`config.mk`:
```
export PLATFORM = sky130hd
export DESIGN_NAME = pc_gen
export DESIGN_NICKNAME = d
export VERILOG_FILES = /design/src/rtl/pc_gen.sv
export SDC_FILE = /design/constraint.sdc
export NUM_CORES = 1
export LEC_CHECK = 0
export BUFFER_PORTS_ARGS = -buffer_cell sky130_fd_sc_hd__buf_4
export CAP_MARGIN = 20
export CELL_PAD_IN_SITES_DETAIL_PLACEMENT = 1
export CELL_PAD_IN_SITES_GLOBAL_PLACEMENT = 1
export CORE_MARGIN = 5
export CORE_UTILIZATION = 44
export DETAILED_ROUTE_END_ITERATION = 10
export PLACE_DENSITY = 0.81
export SLEW_MARGIN = 20
export SYNTH_ARGS = -nofsm -noshare
export SYNTH_HDL_FRONTEND = slang
export SYNTH_SLANG_ARGS = --single-unit
```
`constraint.sdc`:
```
create_clock -name CLK -period 3.58 [get_ports CLK]
set_input_delay 0.358 -clock CLK [delete_from_list [all_inputs] [get_ports CLK]]
set_output_delay 0.358 -clock CLK [all_outputs]
set_load 0.02 [all_outputs]
```
`src/rtl/pc_gen.sv`:
```
// Program counter generator with sticky halt, fetch-wait hold and a
// circular return-address stack for JR $ra prediction.
module pc_gen #(
  parameter int               WIDTH       = 32,
  parameter logic [WIDTH-1:0] RESET_PC    = '0,
  parameter int               INSTR_BYTES = 4,
  parameter int               RAS_DEPTH   = 4
) (
  input  logic                         CLK,
  input  logic                         nRST,
  input  logic                         ihit,
  input  logic                         halt,
  input  logic                         stall,
  input  logic                         redirect,
  input  logic [WIDTH-1:0]             redirect_pc,
  input  logic                         br_taken,
  input  logic [15:0]                  imm16,
  input  logic                         jump,
  input  logic [WIDTH-1:0]             jump_target,
  input  logic                         jal,
  input  logic                         jr_ret,
  input  logic [WIDTH-1:0]             jr_addr,
  output logic [WIDTH-1:0]             imemaddr,
  output logic                         imemREN,
  output logic                         halted,
  output logic [$clog2(RAS_DEPTH):0]   ras_count,
  output logic                         ras_underflow
);

  localparam int PW = $clog2(RAS_DEPTH);
  localparam int CW = PW + 1;

  typedef enum logic {RUN, HALTED} state_t;

  state_t            state_q, state_d;
  logic [WIDTH-1:0]  pc_q, pc_d;
  logic [PW-1:0]     ptr_q, ptr_d;
  logic [CW-1:0]     cnt_q, cnt_d;
  logic              uf_q, uf_d;
  logic [WIDTH-1:0]  ras_q [RAS_DEPTH];

  logic              run;
  logic              adv;
  logic              push;
  logic [PW-1:0]     wr_idx;
  logic [WIDTH-1:0]  seq;
  logic [WIDTH-1:0]  boff;
  logic [WIDTH-1:0]  top;

  assign run  = (state_q == RUN);
  assign adv  = run & ihit & ~stall & ~halt;
  assign seq  = pc_q + WIDTH'(INSTR_BYTES);
  // sign-extend first, then scale words to bytes
  assign boff = {{(WIDTH-16){imm16[15]}}, imm16} << 2;
  assign top  = ras_q[ptr_q - PW'(1)];

  always_comb begin
    state_d = state_q;
    ptr_d   = ptr_q;
    cnt_d   = cnt_q;
    uf_d    = 1'b0;
    push    = 1'b0;
    wr_idx  = ptr_q;
    if (run && halt && ihit) state_d = HALTED;
    // pop before push so a combined jal+jr_ret reuses the popped slot
    if (adv && jr_ret) begin
      if (cnt_q != '0) begin
        ptr_d = ptr_q - PW'(1);
        cnt_d = cnt_q - CW'(1);
      end else begin
        uf_d = 1'b1;
      end
    end
    if (adv && jal) begin
      push   = 1'b1;
      wr_idx = ptr_d;
      ptr_d  = ptr_d + PW'(1);
      if (cnt_d != CW'(RAS_DEPTH)) cnt_d = cnt_d + CW'(1);
    end
  end

  always_comb begin
    pc_d = pc_q;
    if (run && redirect)   pc_d = redirect_pc;
    else if (!adv)         pc_d = pc_q;
    else if (jr_ret)       pc_d = (cnt_q != '0) ? top : jr_addr;
    else if (jump)         pc_d = jump_target;
    else if (br_taken)     pc_d = seq + boff;
    else                   pc_d = seq;
  end

  always_ff @(posedge CLK or negedge nRST) begin
    if (!nRST) begin
      state_q <= RUN;
      pc_q    <= RESET_PC;
      ptr_q   <= '0;
      cnt_q   <= '0;
      uf_q    <= 1'b0;
    end else begin
      state_q <= state_d;
      pc_q    <= pc_d;
      ptr_q   <= ptr_d;
      cnt_q   <= cnt_d;
      uf_q    <= uf_d;
    end
  end

  always_ff @(posedge CLK or negedge nRST) begin
    if (!nRST) begin
      for (int i = 0; i < RAS_DEPTH; i++) ras_q[i] <= '0;
    end else if (push) begin
      ras_q[wr_idx] <= seq;
    end
  end

  assign imemaddr      = pc_q;
  assign imemREN       = run;
  assign halted        = ~run;
  assign ras_count     = cnt_q;
  assign ras_underflow = uf_q;

endmodule

```
==> results of run 1 <==
-- power groups by stage --
| stage | Sequential, mW | Combinational, mW | Clock, mW |
|---|---|---|---|
| CTS | 1.93 | 0.785 | 1.86 |
| global route | 1.93 | 0.886 | 1.96 |
| floorplan | 1.98 | 0.376 | 0 |
| finish | 1.93 | 0.828 | 1.87 |
| global placement | 1.96 | 0.758 | 0 |
| detailed placement | 1.96 | 0.772 | 0 |
-- sequential cells by signal, summed over array words and instances (netlist names) --
name	flops
ras_q	128
imemaddr	32
ras_count	3
ptr_q	2
halted	1
ras_underflow	1
-- per-stage QoR --
stage,setup slack (ns),std cells,area [sq um]
after floorplan,0.156,1202,10600
after global placement,0.0773,1686,12500
after detailed placement,-0.0338,1686,12500
after CTS,0.00206,1721,13200
after global routing,-0.199,1727,13400
final,-0.0523,1728,13400
-- critical path, stage by stage, from the launching register on --
cell	delay [ns]
dfrtp_1	0.49
nand4_1	0.13
buf_4	0.17
nor3_4	0.26
buf_4	0.17
nand3_1	0.13
nor2_1	0.25
xnor2_1	0.21
inv_1	0.08
ha_1	0.29
a2111oi_1	0.40
o21a_1	0.19
nor2_1	0.05
a21oi_2	0.13
xor2_1	0.25
nor3_1	0.09
o31ai_2	0.23
-- what timing repair did --
| action | in CTS | in global routing |
|---|---|---|
| hold endpoints to repair | 76 | 0 |
| setup endpoints to repair | 4 | 14 |
| setup buffers | 2 | 5 |
| gates resized for setup | 7 | 35 |
| hold buffers | 1 | 0 |
| pin swaps | 2 | 12 |
-- worst paths after layout --
path                           endpoint            start  cells after the start  slack [ns]
min                        imemaddr[20]  redirect_pc[20]                      3        0.12
max                        imemaddr[31]     imemaddr[17]                     16       -0.05
max in group asynchronous     ras_q[95]             nRST                      3        2.10
max reg2reg                imemaddr[31]     imemaddr[17]                     16       -0.05
min reg2reg                   ras_q[93]        ras_q[93]                      2        0.48
min in group asynchronous     ras_q[40]             nRST                      2        0.48
-- layout by cell type (no fill, tap or decap), types with 6 or more instances in the layout --
cell,count
clkbuf_16,17
mux2i_1,18
a21oi_1,84
xnor2_1,29
a211oi_1,13
inv_1,40
a31oi_1,6
and3_1,11
o211ai_1,6
ha_1,35
o221ai_1,6
nand3_1,24
nand2_1,209
o21ai_1,8
a221oi_1,6
or3_1,7
nor3_1,29
dfrtp_1,164
nor2_1,93
mux4_2,32
xor2_1,19
mux2_2,15
buf_4,240
o21a_1,7
a21oi_2,6
o21ai_0,135
a21o_1,13
nand4_1,7
-- cell families (layout without fill, tap and decap cells) --
logic type,count (synthesis),count (layout)
xor+xnor,53,53
buf+inv,116,316
other cells,0,2
compound gates,336,336
fa+ha+maj,41,41
simple gates,424,424
flops,167,167
mux,65,65
-- layer usage --
| metal | vias to the layer above | share of wire | wire (um) |
|---|---|---|---|
| met2 | 487 | 0.47 | 19700 |
| met1 | 5254 | 0.42 | 17500 |
| met5 | - | 0 | 0 |
| li1 | 4628 | - | - |
| met3 | 109 | 0.072 | 2990 |
| met4 | 0 | 0.034 | 1420 |
-- final cells by class --
| class | instances | share of cell area |
|---|---|---|
| clock buffers | 17 | 0.0318 |
| inverters | 41 | 0.0115 |
| well taps | 324 | 0.0303 |
| flip-flops and latches | 167 | 0.313 |
| diodes | 2 | 0.000374 |
| clock inverters | 15 | 0.0130 |
| multi-input cells | 919 | 0.463 |
| repair buffers | 243 | 0.138 |
==> impl_metrics.prom, run 1 <==
# TYPE chip_impl_metric gauge
chip_impl_info{name="outcome",value="finished, violations left"} 1
chip_impl_info{name="failed_checks",value="negative setup slack"} 1
chip_impl_metric{name="chipHeight",unit="um"} 165
chip_impl_metric{name="seqCellArea",unit="sq mm"} 0.00418
chip_impl_metric{name="timing_worst_slew_pin_value",unit="ns"} 1.12
chip_impl_info{name="timing.hold.worst.class",value="in2reg"} 1
chip_impl_metric{name="drv.max_cap_violation_count",unit=""} 0
chip_impl_metric{name="slew-limit-headroom",unit=""} 0.252
chip_impl_metric{name="post-route-drc-count",unit=""} 0
chip_impl_info{name="synth.top_cells.by_area",value="dfrtp_1 39%, nand2_1 7.4%, mux4_2 6.8%"} 1
chip_impl_info{name="worstSetupPathType",value="reg2reg"} 1
chip_impl_metric{name="syn-cell-area",unit="sq mm"} 0.0106
chip_impl_info{name="synth_top_family_by_area",value="compound AO/OA/AOI/OAI gates"} 1
chip_impl_metric{name="net-switching-power",unit="mW"} 1.43
chip_impl_metric{name="final_total_pwr",unit="mW"} 4.62
chip_impl_metric{name="synth.mux.area_fraction",unit=""} 0.101
chip_impl_metric{name="clock_latency",unit="ns"} 0.44
chip_impl_metric{name="power.switching_fraction",unit=""} 0.309
chip_impl_metric{name="gpl.final_weighted_congestion",unit=""} 0.948
chip_impl_info{name="crit_end_element",value="flop"} 1
chip_impl_metric{name="path_max_fanout",unit=""} 5
chip_impl_metric{name="synth_enable_flop_cells",unit=""} 0
chip_impl_metric{name="netlist_instances",unit=""} 1202
chip_impl_metric{name="avgViaCountPerCell",unit=""} 6.06
chip_impl_metric{name="arr_time_crit_path",unit="ns"} 3.98
chip_impl_metric{name="detailedRoute.firstPassIterationCount",unit=""} 5
chip_impl_metric{name="post-route-worst-setup-slack",unit="ns"} -0.0523
chip_impl_metric{name="start_util",unit=""} 0.443
chip_impl_metric{name="setup_violations",unit=""} 2
chip_impl_info{name="synth_area_leader_cell",value="dfrtp_1"} 1
chip_impl_metric{name="power_frac_seq",unit=""} 0.418
chip_impl_info{name="rsz0062_at_grt",value="true"} 1
chip_impl_metric{name="clock_path_buffers",unit=""} 2
chip_impl_metric{name="synthArstFlopShare",unit=""} 1.00
chip_impl_metric{name="vias",unit=""} 10478
chip_impl_metric{name="wl_per_cell",unit="um"} 24.1
chip_impl_metric{name="met3_usage",unit=""} 0.0494
chip_impl_metric{name="final-hold-violation-count",unit=""} 0
chip_impl_metric{name="post_synth_net_total",unit=""} 1365
chip_impl_metric{name="dp_hpwl",unit="mm"} 29.0
chip_impl_metric{name="fin_worst_skew",unit="ns"} 0.0128
chip_impl_metric{name="multi_input_area",unit="sq mm"} 0.00619
chip_impl_metric{name="share_of_cells_above_drive_strength_1",unit=""} 0.271
chip_impl_metric{name="die-width",unit="um"} 165
chip_impl_metric{name="final_antenna_net_count",unit=""} 0
chip_impl_metric{name="synth-xor-area-share",unit=""} 0.0436
chip_impl_metric{name="comb_power_share",unit=""} 0.179
chip_impl_metric{name="final.setup.tns",unit="ns"} -0.0563
chip_impl_metric{name="yosysSeqAreaShare",unit=""} 0.393
chip_impl_metric{name="leakagePower",unit="nW"} 6.18
chip_impl_metric{name="cts.sinks",unit=""} 167
chip_impl_metric{name="required_time_at_the_endpoint_of_the_critical_path",unit="ns"} 3.93
chip_impl_metric{name="worst_setup_hold_path_clk_slew",unit="ns"} 0.08
chip_impl_metric{name="post_synthesis_cell_type_count",unit=""} 77
chip_impl_metric{name="hold_slack",unit="ns"} 0.123
chip_impl_info{name="global_route.peak_usage_layer",value="met2"} 1
chip_impl_metric{name="synth.top_cell.area_share",unit=""} 0.393
chip_impl_metric{name="vdd_ir_drop_max",unit="uV"} 328
chip_impl_metric{name="synth-seq-cells",unit=""} 167
chip_impl_info{name="cts-root-buf",value="clkbuf_16"} 1
chip_impl_metric{name="power.density",unit="mW/mm^2"} 346
chip_impl_metric{name="clkPwrFrac",unit=""} 0.403
chip_impl_metric{name="timing.final.max_slew_violations",unit=""} 0
chip_impl_metric{name="antenna_found_initial",unit=""} 1
chip_impl_metric{name="max_freq",unit="MHz"} 275
chip_impl_metric{name="flow.area_growth_from_synthesis",unit="%"} 25.8
chip_impl_metric{name="placement_rows",unit=""} 57
chip_impl_metric{name="synth-compound-area-share",unit=""} 0.189
chip_impl_info{name="startpoint_type",value="flop"} 1
chip_impl_metric{name="h_tree_levels",unit=""} 4
chip_impl_metric{name="fill_cells",unit=""} 2786
chip_impl_metric{name="synthesis.area_per_instance",unit="sq um"} 8.85
chip_impl_metric{name="p_int",unit="mW"} 3.20
chip_impl_metric{name="largest_net_degree_at_the_start_of_global_routing",unit=""} 80
chip_impl_metric{name="min_period",unit="ns"} 3.63
chip_impl_metric{name="grt_overflow",unit=""} 0
chip_impl_metric{name="number_of_synthesis_warnings",unit=""} 0
chip_impl_metric{name="grt.met2_usage",unit=""} 0.477
chip_impl_metric{name="numPortBuffers",unit=""} 159
chip_impl_info{name="tritoncts_clock_tree",value="built"} 1
chip_impl_metric{name="final.period_utilization",unit=""} 1.01
chip_impl_metric{name="drt-total-wl",unit="mm"} 41.6
chip_impl_metric{name="synth_adder_area_share",unit=""} 0.0489
chip_impl_metric{name="gr-usage-all-layers",unit=""} 0.299
chip_impl_metric{name="grt_first_pass_wirelength",unit="mm"} 62.6
chip_impl_metric{name="synthSimpleGateAreaFrac",unit=""} 0.176
chip_impl_metric{name="fp.dieArea",unit="sq mm"} 0.0274
chip_impl_info{name="synth_top_flop_cell",value="dfrtp_1"} 1
chip_impl_metric{name="i_o_pin_count",unit=""} 160
chip_impl_metric{name="grt.met1_usage",unit=""} 0.417
chip_impl_metric{name="core_utilization_of_the_finished_layout",unit=""} 0.557
chip_impl_metric{name="core_region_area",unit="sq mm"} 0.0240
chip_impl_metric{name="cts-buffers-inserted",unit=""} 17
chip_impl_info{name="post-synth-top-count-cell",value="nand2_1"} 1
chip_impl_metric{name="nNetsFinal",unit=""} 1552
chip_impl_info{name="synthTopCellsByCount",value="210 x nand2_1, 167 x dfrtp_1, 136 x o21ai_0, 95 x nor2_1, 91 x a21oi_1"} 1
chip_impl_metric{name="first_global_vias",unit=""} 10910
chip_impl_metric{name="drtIter0Drc",unit=""} 928
No activity file was read; power rests on OpenSTA's default activity.
==> inputs of run 2 (changes only) <==
Settings changed: CORE_UTILIZATION 44 to 40, GPL_ROUTABILITY_DRIVEN set to 0, PLACE_DENSITY 0.81 to 0.78.
Clock period 3.58 ns to 3.1 ns, I/O delays scaled along.
==> run 2 against run 1 <==
Compared with the run above: the run still ends with negative setup slack left; power rose by 28%; register-to-register slack worse by 0.53 ns; clock skew increased by 0.0022 ns; wire length up 23%; final area is 15% higher; setup slack worse by 0.53 ns; via count up 14%; critical path type unchanged; largest power group is now clock; highest routed layer unchanged.
==> impl_metrics.prom, run 2 (synthesized netlist as in run 1, its figures left out) <==
# TYPE chip_impl_metric gauge
chip_impl_info{name="outcome",value="finished, violations left"} 1
chip_impl_info{name="failed_checks",value="negative setup slack"} 1
chip_impl_metric{name="slew-limit-headroom",unit=""} 0.502
chip_impl_metric{name="path_max_fanout",unit=""} 7
chip_impl_info{name="layout_common_cells",value="352 x buf_4, 201 x nand2_1, 156 x dfrtp_1, 121 x o21ai_0, 84 x nor2_1"} 1
chip_impl_metric{name="min_period",unit="ns"} 3.68
chip_impl_metric{name="holdPathStages",unit=""} 3
chip_impl_metric{name="gr-usage-all-layers",unit=""} 0.289
chip_impl_metric{name="final-hold-violation-count",unit=""} 0
chip_impl_metric{name="h_tree_levels",unit=""} 4
chip_impl_metric{name="timing.final.max_slew_violations",unit=""} 0
chip_impl_info{name="rr_endpoint",value="imemaddr[31]"} 1
chip_impl_metric{name="detailedRoute.firstPassIterationCount",unit=""} 5
chip_impl_info{name="hold-path-endpoint",value="imemaddr[19]"} 1
chip_impl_metric{name="arr_time_crit_path",unit="ns"} 4.03
chip_impl_info{name="tritoncts_clock_tree",value="built"} 1
chip_impl_metric{name="numPortBuffers",unit=""} 159
chip_impl_metric{name="share_of_cells_above_drive_strength_1",unit=""} 0.413
chip_impl_metric{name="flow.area_growth_from_synthesis",unit="%"} 44.5
chip_impl_metric{name="die-width",unit="um"} 173
chip_impl_metric{name="fp.dieArea",unit="sq mm"} 0.0300
chip_impl_metric{name="final_total_pwr",unit="mW"} 5.92
chip_impl_metric{name="final_antenna_net_count",unit=""} 0
chip_impl_info{name="crit_end_element",value="flop"} 1
chip_impl_info{name="crit_path_cell_trace",value="and4_4, nand4_4, buf_12, buf_6, nor2_4, xnor2_2, inv_2, ha_4, buf_6, o21a_1, nor2_2, o211ai_1, a21oi_2, nor4_2, a21oi_2, xor2_1, o21a_1, o31ai_2"} 1
chip_impl_metric{name="core_region_area",unit="sq mm"} 0.0261
chip_impl_metric{name="required_time_at_the_endpoint_of_the_critical_path",unit="ns"} 3.45
chip_impl_info{name="layout.cells.most_common",value="buf_4"} 1
chip_impl_metric{name="nNetsFinal",unit=""} 1681
chip_impl_metric{name="placement_rows",unit=""} 59
chip_impl_info{name="worstSetupPathType",value="reg2reg"} 1
chip_impl_metric{name="worst_setup_hold_path_clk_slew",unit="ns"} 0.08
chip_impl_metric{name="cts.sinks",unit=""} 167
chip_impl_metric{name="avgViaCountPerCell",unit=""} 6.38
chip_impl_metric{name="post-route-drc-count",unit=""} 0
chip_impl_info{name="startpoint_type",value="flop"} 1
chip_impl_info{name="timing.hold.worst.class",value="in2reg"} 1
chip_impl_metric{name="max_freq",unit="MHz"} 272
chip_impl_metric{name="wl_per_cell",unit="um"} 27.3
chip_impl_metric{name="timing_worst_slew_pin_value",unit="ns"} 0.746
chip_impl_metric{name="largest_register_ff_count",unit=""} 128
chip_impl_info{name="cts-root-buf",value="clkbuf_16"} 1
chip_impl_metric{name="timing.reg2reg.worst_path_depth",unit=""} 18
chip_impl_metric{name="antenna_found_initial",unit=""} 0
chip_impl_metric{name="chipHeight",unit="um"} 173
chip_impl_info{name="min_from",value="redirect_pc[19]"} 1
chip_impl_metric{name="largest_net_degree_at_the_start_of_global_routing",unit=""} 72
chip_impl_metric{name="grt_overflow",unit=""} 0
chip_impl_metric{name="setup_violations",unit=""} 23
chip_impl_metric{name="hold_slack",unit="ns"} 0.0820
chip_impl_metric{name="leakagePower",unit="nW"} 6.96
chip_impl_metric{name="start_util",unit=""} 0.407
chip_impl_metric{name="clock_latency",unit="ns"} 0.45
chip_impl_metric{name="i_o_pin_count",unit=""} 160
chip_impl_metric{name="vias",unit=""} 11901
chip_impl_info{name="reg2reg_from",value="imemaddr[6]"} 1
chip_impl_info{name="rsz0062_at_grt",value="true"} 1
chip_impl_metric{name="regToRegSetupSlack",unit="ns"} -0.58
chip_impl_metric{name="n_antenna_cell",unit=""} 0
chip_impl_info{name="largest_register",value="ras_q"} 1
chip_impl_metric{name="cts-buffers-inserted",unit=""} 17
chip_impl_metric{name="post-route-worst-setup-slack",unit="ns"} -0.577
chip_impl_metric{name="grt_first_pass_wirelength",unit="mm"} 68.4
chip_impl_metric{name="drt-total-wl",unit="mm"} 51.0
chip_impl_metric{name="fin_worst_skew",unit="ns"} 0.0150
chip_impl_metric{name="first_global_vias",unit=""} 11893
chip_impl_metric{name="dp_hpwl",unit="mm"} 31.9
chip_impl_metric{name="drtIter0Drc",unit=""} 1212
chip_impl_metric{name="vdd_ir_drop_max",unit="uV"} 356
chip_impl_metric{name="place_ws",unit="ns"} -0.433
chip_impl_metric{name="final.period_utilization",unit=""} 1.19
chip_impl_metric{name="power.density",unit="mW/mm^2"} 385
chip_impl_metric{name="cpPeakStageDelay",unit="ns"} 0.38
chip_impl_metric{name="clock_path_buffers",unit=""} 2
chip_impl_metric{name="drv.max_cap_violation_count",unit=""} 0
chip_impl_info{name="cpMaxStageDelayCell",value="dfrtp_2"} 1
## run 2: cell types whose count changed in the layout (fill, tap and decap cells not counted), sizes merged
| cell | previous run | this run |
|---|---|---|
| buf | 242 | 371 |
| clkinv | 8 | 3 |
| clkinvlp | 0 | 3 |
| bufinv | 0 | 2 |
| diode | 2 | 0 |
## run 2: stage by stage
step,utilization,area [sq um],TNS (ns),std cells
6_report,0.588,15400,-7.64,1866
5_1_grt,0.588,15400,-9.81,1866
4_1_cts,0.563,14700,-2.95,1844
3_5_place_dp,0.521,13600,-4.47,1793
3_3_place_gp,0.521,13600,-2.48,1793
2_1_floorplan,-,11000,-0.295,1202
## run 2: worst max-delay path: cells and delay by family (launching register included)
kind                     cells  cell delay, ns
AO/OA/AOI/OAI                6            1.07
AND/OR/NAND/NOR              5            0.94
buffers and inverters        4            0.54
flip-flops                   1            0.38
XOR/XNOR                     2            0.36
adder cells (fa/ha/maj)      1            0.29
## run 2: where the power goes
| group | internal (mW) | total [mW] | switching, mW |
|---|---|---|---|
| combinational | 0.655 | 1.42 | 0.765 |
| clock | 1.23 | 2.27 | 1.04 |
| sequential | 2.20 | 2.23 | 0.0322 |
| total | 4.08 | 5.92 | 1.84 |
## run 2: what timing repair did
item,4_1_cts,5_1_grt
gates resized for setup,61,107
setup buffers,18,22
hold buffers,1,0
endpoints found under the setup margin,21,24
pin swaps,40,74
hold endpoints to repair,68,0
## run 2: worst max-delay path by stage
stage / from / end / slack, ns
CTS: imemaddr[4] / imemaddr[31] / -0.27
global placement: imemaddr[7] / imemaddr[30] / -0.34
floorplan: imemaddr[4] / imemaddr[30] / -0.1
global route: imemaddr[7] / imemaddr[31] / -0.65
detailed placement: imemaddr[7] / imemaddr[30] / -0.43
finish: imemaddr[6] / imemaddr[31] / -0.58
## run 2: metal layers
layer  global-route usage  wire length [um]
met5                    0                 0
met4                0.121              3820
met3               0.0552              3910
met2                0.497             24500
met1                0.356             18800
## run 2: layout make-up
class	instances	area (sq um)
Inverter	41	154
Fill cell	2928	10800
Timing Repair Buffer	372	2920
Sequential cell	167	4190
Multi-Input combinational cell	919	7060
Clock inverter	15	186
Tap cell	335	419
Clock buffer	17	425
==> inputs of run 3 (changes only) <==
Settings changed: CORE_ASPECT_RATIO set to 1.4.
==> run 3 against run 2 <==
Compared with the run above: the flow still finishes with violations (negative setup slack); global-route usage up 2.9 points; final area up 0.98%; cell count up 0.11%; clock skew up 0.0018 ns; clock power down 2%; power up 0.33%; register-to-register slack worse by 0.11 ns; via count up 0.87%; non-clock buffer count up 13; wire length up 5.9%; first-iteration DRC count down 9.2%; combinational power up 4%; largest cell class unchanged.
==> impl_metrics.prom, run 3 (synthesized netlist as in run 1, its figures left out) <==
# TYPE chip_impl_metric gauge
chip_impl_info{name="outcome",value="finished, violations left"} 1
chip_impl_info{name="failed_checks",value="negative setup slack"} 1
chip_impl_metric{name="antenna_found_initial",unit=""} 0
chip_impl_metric{name="worst_setup_hold_path_clk_slew",unit="ns"} 0.08
chip_impl_metric{name="largest_net_degree_at_the_start_of_global_routing",unit=""} 81
chip_impl_metric{name="n_antenna_cell",unit=""} 0
chip_impl_metric{name="grt_first_pass_wirelength",unit="mm"} 73.3
chip_impl_metric{name="post-route-drc-count",unit=""} 0
chip_impl_metric{name="fin_worst_skew",unit="ns"} 0.0169
chip_impl_metric{name="cpPeakStageDelay",unit="ns"} 0.41
chip_impl_metric{name="numPortBuffers",unit=""} 159
chip_impl_metric{name="timing_worst_slew_pin_value",unit="ns"} 1.00
chip_impl_metric{name="wl_per_cell",unit="um"} 28.9
chip_impl_info{name="global_route.peak_usage_layer",value="met2"} 1
chip_impl_metric{name="final.period_utilization",unit=""} 1.22
chip_impl_metric{name="final_area",unit="sq mm"} 0.0155
chip_impl_metric{name="vias",unit=""} 12004
chip_impl_metric{name="final_antenna_net_count",unit=""} 0
chip_impl_info{name="worstSetupPathType",value="reg2reg"} 1
chip_impl_info{name="crit_path_cell_trace",value="and4_4, nand4_4, buf_6, nor2_4, xnor2_2, inv_1, ha_4, a21o_1, a21o_1, buf_6, a21oi_4, o221ai_4, a31oi_4, o41a_1, mux2i_1, o21ai_1, a21oi_1"} 1
chip_impl_metric{name="cts-buffers-inserted",unit=""} 17
chip_impl_metric{name="post_layout_nonfiller_instances",unit=""} 1868
chip_impl_metric{name="grt.met2_usage",unit=""} 0.551
chip_impl_info{name="layout.cells.most_common",value="buf_4"} 1
chip_impl_metric{name="drtIter0Drc",unit=""} 1101
chip_impl_metric{name="placement_rows",unit=""} 70
chip_impl_metric{name="required_time_at_the_endpoint_of_the_critical_path",unit="ns"} 3.47
chip_impl_info{name="crit_end_element",value="flop"} 1
chip_impl_metric{name="fill_cells",unit=""} 2927
chip_impl_metric{name="arr_time_crit_path",unit="ns"} 4.16
chip_impl_metric{name="final-hold-violation-count",unit=""} 0
chip_impl_metric{name="core_utilization_of_the_finished_layout",unit=""} 0.592
chip_impl_metric{name="power.density",unit="mW/mm^2"} 383
chip_impl_info{name="largest_register",value="ras_q"} 1
chip_impl_info{name="rsz0062_at_grt",value="true"} 1
chip_impl_metric{name="h_tree_levels",unit=""} 4
chip_impl_metric{name="power_frac_seq",unit=""} 0.375
chip_impl_info{name="layout_common_cells",value="360 x buf_4, 203 x nand2_1, 156 x dfrtp_1, 121 x o21ai_0, 86 x nor2_1"} 1
chip_impl_metric{name="post-route-worst-setup-slack",unit="ns"} -0.689
chip_impl_metric{name="grt_overflow",unit=""} 0
chip_impl_metric{name="numPlacedInstances",unit=""} 1795
chip_impl_metric{name="max_freq",unit="MHz"} 264
chip_impl_metric{name="largest_register_ff_count",unit=""} 128
chip_impl_info{name="worst_path_dominant_cell_family",value="compound AO/OA/AOI/OAI gates"} 1
chip_impl_metric{name="clock_path_buffers",unit=""} 2
chip_impl_metric{name="worst-path-buf-inv",unit=""} 3
chip_impl_metric{name="grt.met1_usage",unit=""} 0.375
chip_impl_metric{name="share_of_cells_above_drive_strength_1",unit=""} 0.421
chip_impl_metric{name="dp_hpwl",unit="mm"} 33.3
chip_impl_metric{name="net-switching-power",unit="mW"} 1.86
chip_impl_metric{name="first_global_vias",unit=""} 12671
chip_impl_metric{name="vdd_ir_drop_max",unit="uV"} 420
chip_impl_metric{name="flow.area_growth_from_synthesis",unit="%"} 45.9
chip_impl_metric{name="chipHeight",unit="um"} 203
chip_impl_metric{name="nNetsFinal",unit=""} 1694
chip_impl_info{name="timing.hold.worst.class",value="in2reg"} 1
chip_impl_info{name="startpoint_type",value="flop"} 1
chip_impl_metric{name="die-width",unit="um"} 148
chip_impl_metric{name="detailedRoute.firstPassIterationCount",unit=""} 5
chip_impl_metric{name="timing.final.max_slew_violations",unit=""} 0
chip_impl_metric{name="clock_latency",unit="ns"} 0.45
chip_impl_metric{name="gr-usage-all-layers",unit=""} 0.318
chip_impl_metric{name="drt-total-wl",unit="mm"} 54.0
chip_impl_metric{name="min_period",unit="ns"} 3.79
chip_impl_metric{name="i_o_pin_count",unit=""} 160
chip_impl_metric{name="setup_violations",unit=""} 24
chip_impl_metric{name="core_region_area",unit="sq mm"} 0.0262
chip_impl_metric{name="comb_power_share",unit=""} 0.250
chip_impl_metric{name="final.setup.tns",unit="ns"} -9.95
chip_impl_metric{name="p_int",unit="mW"} 4.08
chip_impl_metric{name="leakagePower",unit="nW"} 7.00
chip_impl_metric{name="fp.dieArea",unit="sq mm"} 0.0300
chip_impl_metric{name="met3_usage",unit=""} 0.0502
chip_impl_info{name="tritoncts_clock_tree",value="built"} 1
chip_impl_metric{name="drv.max_cap_violation_count",unit=""} 0
chip_impl_metric{name="slew-limit-headroom",unit=""} 0.329
chip_impl_metric{name="hold_slack",unit="ns"} 0.0739
chip_impl_metric{name="placedInstanceArea",unit="sq mm"} 0.0137
chip_impl_info{name="cts-root-buf",value="clkbuf_16"} 1
chip_impl_metric{name="start_util",unit=""} 0.406
chip_impl_metric{name="path_max_fanout",unit=""} 4
chip_impl_metric{name="power.switching_fraction",unit=""} 0.313
chip_impl_metric{name="avgViaCountPerCell",unit=""} 6.43
chip_impl_info{name="cpMaxStageDelayCell",value="o41a_1"} 1
chip_impl_metric{name="cts.sinks",unit=""} 167
chip_impl_metric{name="clkPwrFrac",unit=""} 0.375
==> run 3: what timing repair did <==
| action | in CTS | in global routing |
|---|---|---|
| hold buffers | 1 | 0 |
| pin swaps | 30 | 72 |
| gates resized for setup | 71 | 113 |
| hold endpoints to repair | 59 | 0 |
| setup endpoints to repair | 23 | 24 |
| buffers inserted | 15 | 29 |
==> run 3: cell type report <==
class | instances | area (sq um) | share of cell area
Inverter | 41 | 154 | 0.00992
Tap cell | 324 | 405 | 0.0261
Clock buffer | 19 | 443 | 0.0285
Clock inverter | 13 | 141 | 0.00911
Multi-Input combinational cell | 919 | 7150 | 0.461
Sequential cell | 167 | 4190 | 0.270
Timing Repair Buffer | 385 | 3030 | 0.195
==> run 3: routing by layer <==
metal | share of wire | vias to the layer above
met4 | 0.079 | 0
li1 | - | 4927
met2 | 0.49 | 793
met5 | 0 | -
met3 | 0.074 | 286
met1 | 0.36 | 5998
==> run 3: worst reg2reg max path: stages, from the launching register on <==
cell	delay, ns
dfrtp_2	0.38
and4_4	0.30
nand4_4	0.17
buf_6	0.19
nor2_4	0.09
xnor2_2	0.14
inv_1	0.14
ha_4	0.33
a21o_1	0.15
a21o_1	0.20
buf_6	0.15
a21oi_4	0.07
o221ai_4	0.33
a31oi_4	0.19
o41a_1	0.41
mux2i_1	0.21
o21ai_1	0.11
a21oi_1	0.16
==> run 3: path summary, 6_finish.rpt <==
check / slack, ns / cells past startpoint / endpoint / start
max reg2reg: -0.69 / 17 / imemaddr[30] / imemaddr[7]
min: 0.07 / 3 / imemaddr[19] / redirect_pc[19]
min reg2reg: 0.49 / 2 / ras_q[90] / ras_q[90]
max: -0.69 / 17 / imemaddr[30] / imemaddr[7]
min in group asynchronous: 0.50 / 2 / imemaddr[28] / nRST
max in group asynchronous: 1.59 / 3 / ras_q[37] / nRST
==> run 3: power by group through the flow <==
stage | clock (mW) | sequential (mW) | combinational (mW)
final | 2.23 | 2.23 | 1.48
after floorplan | 0 | 2.30 | 0.462
after detailed placement | 0 | 2.26 | 1.10
after global routing | 2.34 | 2.23 | 1.53
after CTS | 2.21 | 2.22 | 1.19
after global placement | 0 | 2.26 | 1.07
==> run 3: per-stage QoR <==
stage | power, mW | setup WS (ns)
global route | 6.09 | -0.730
CTS | 5.62 | -0.280
global placement | 3.33 | -0.338
detailed placement | 3.36 | -0.423
finish | 5.94 | -0.689
floorplan | 2.76 | -0.0987
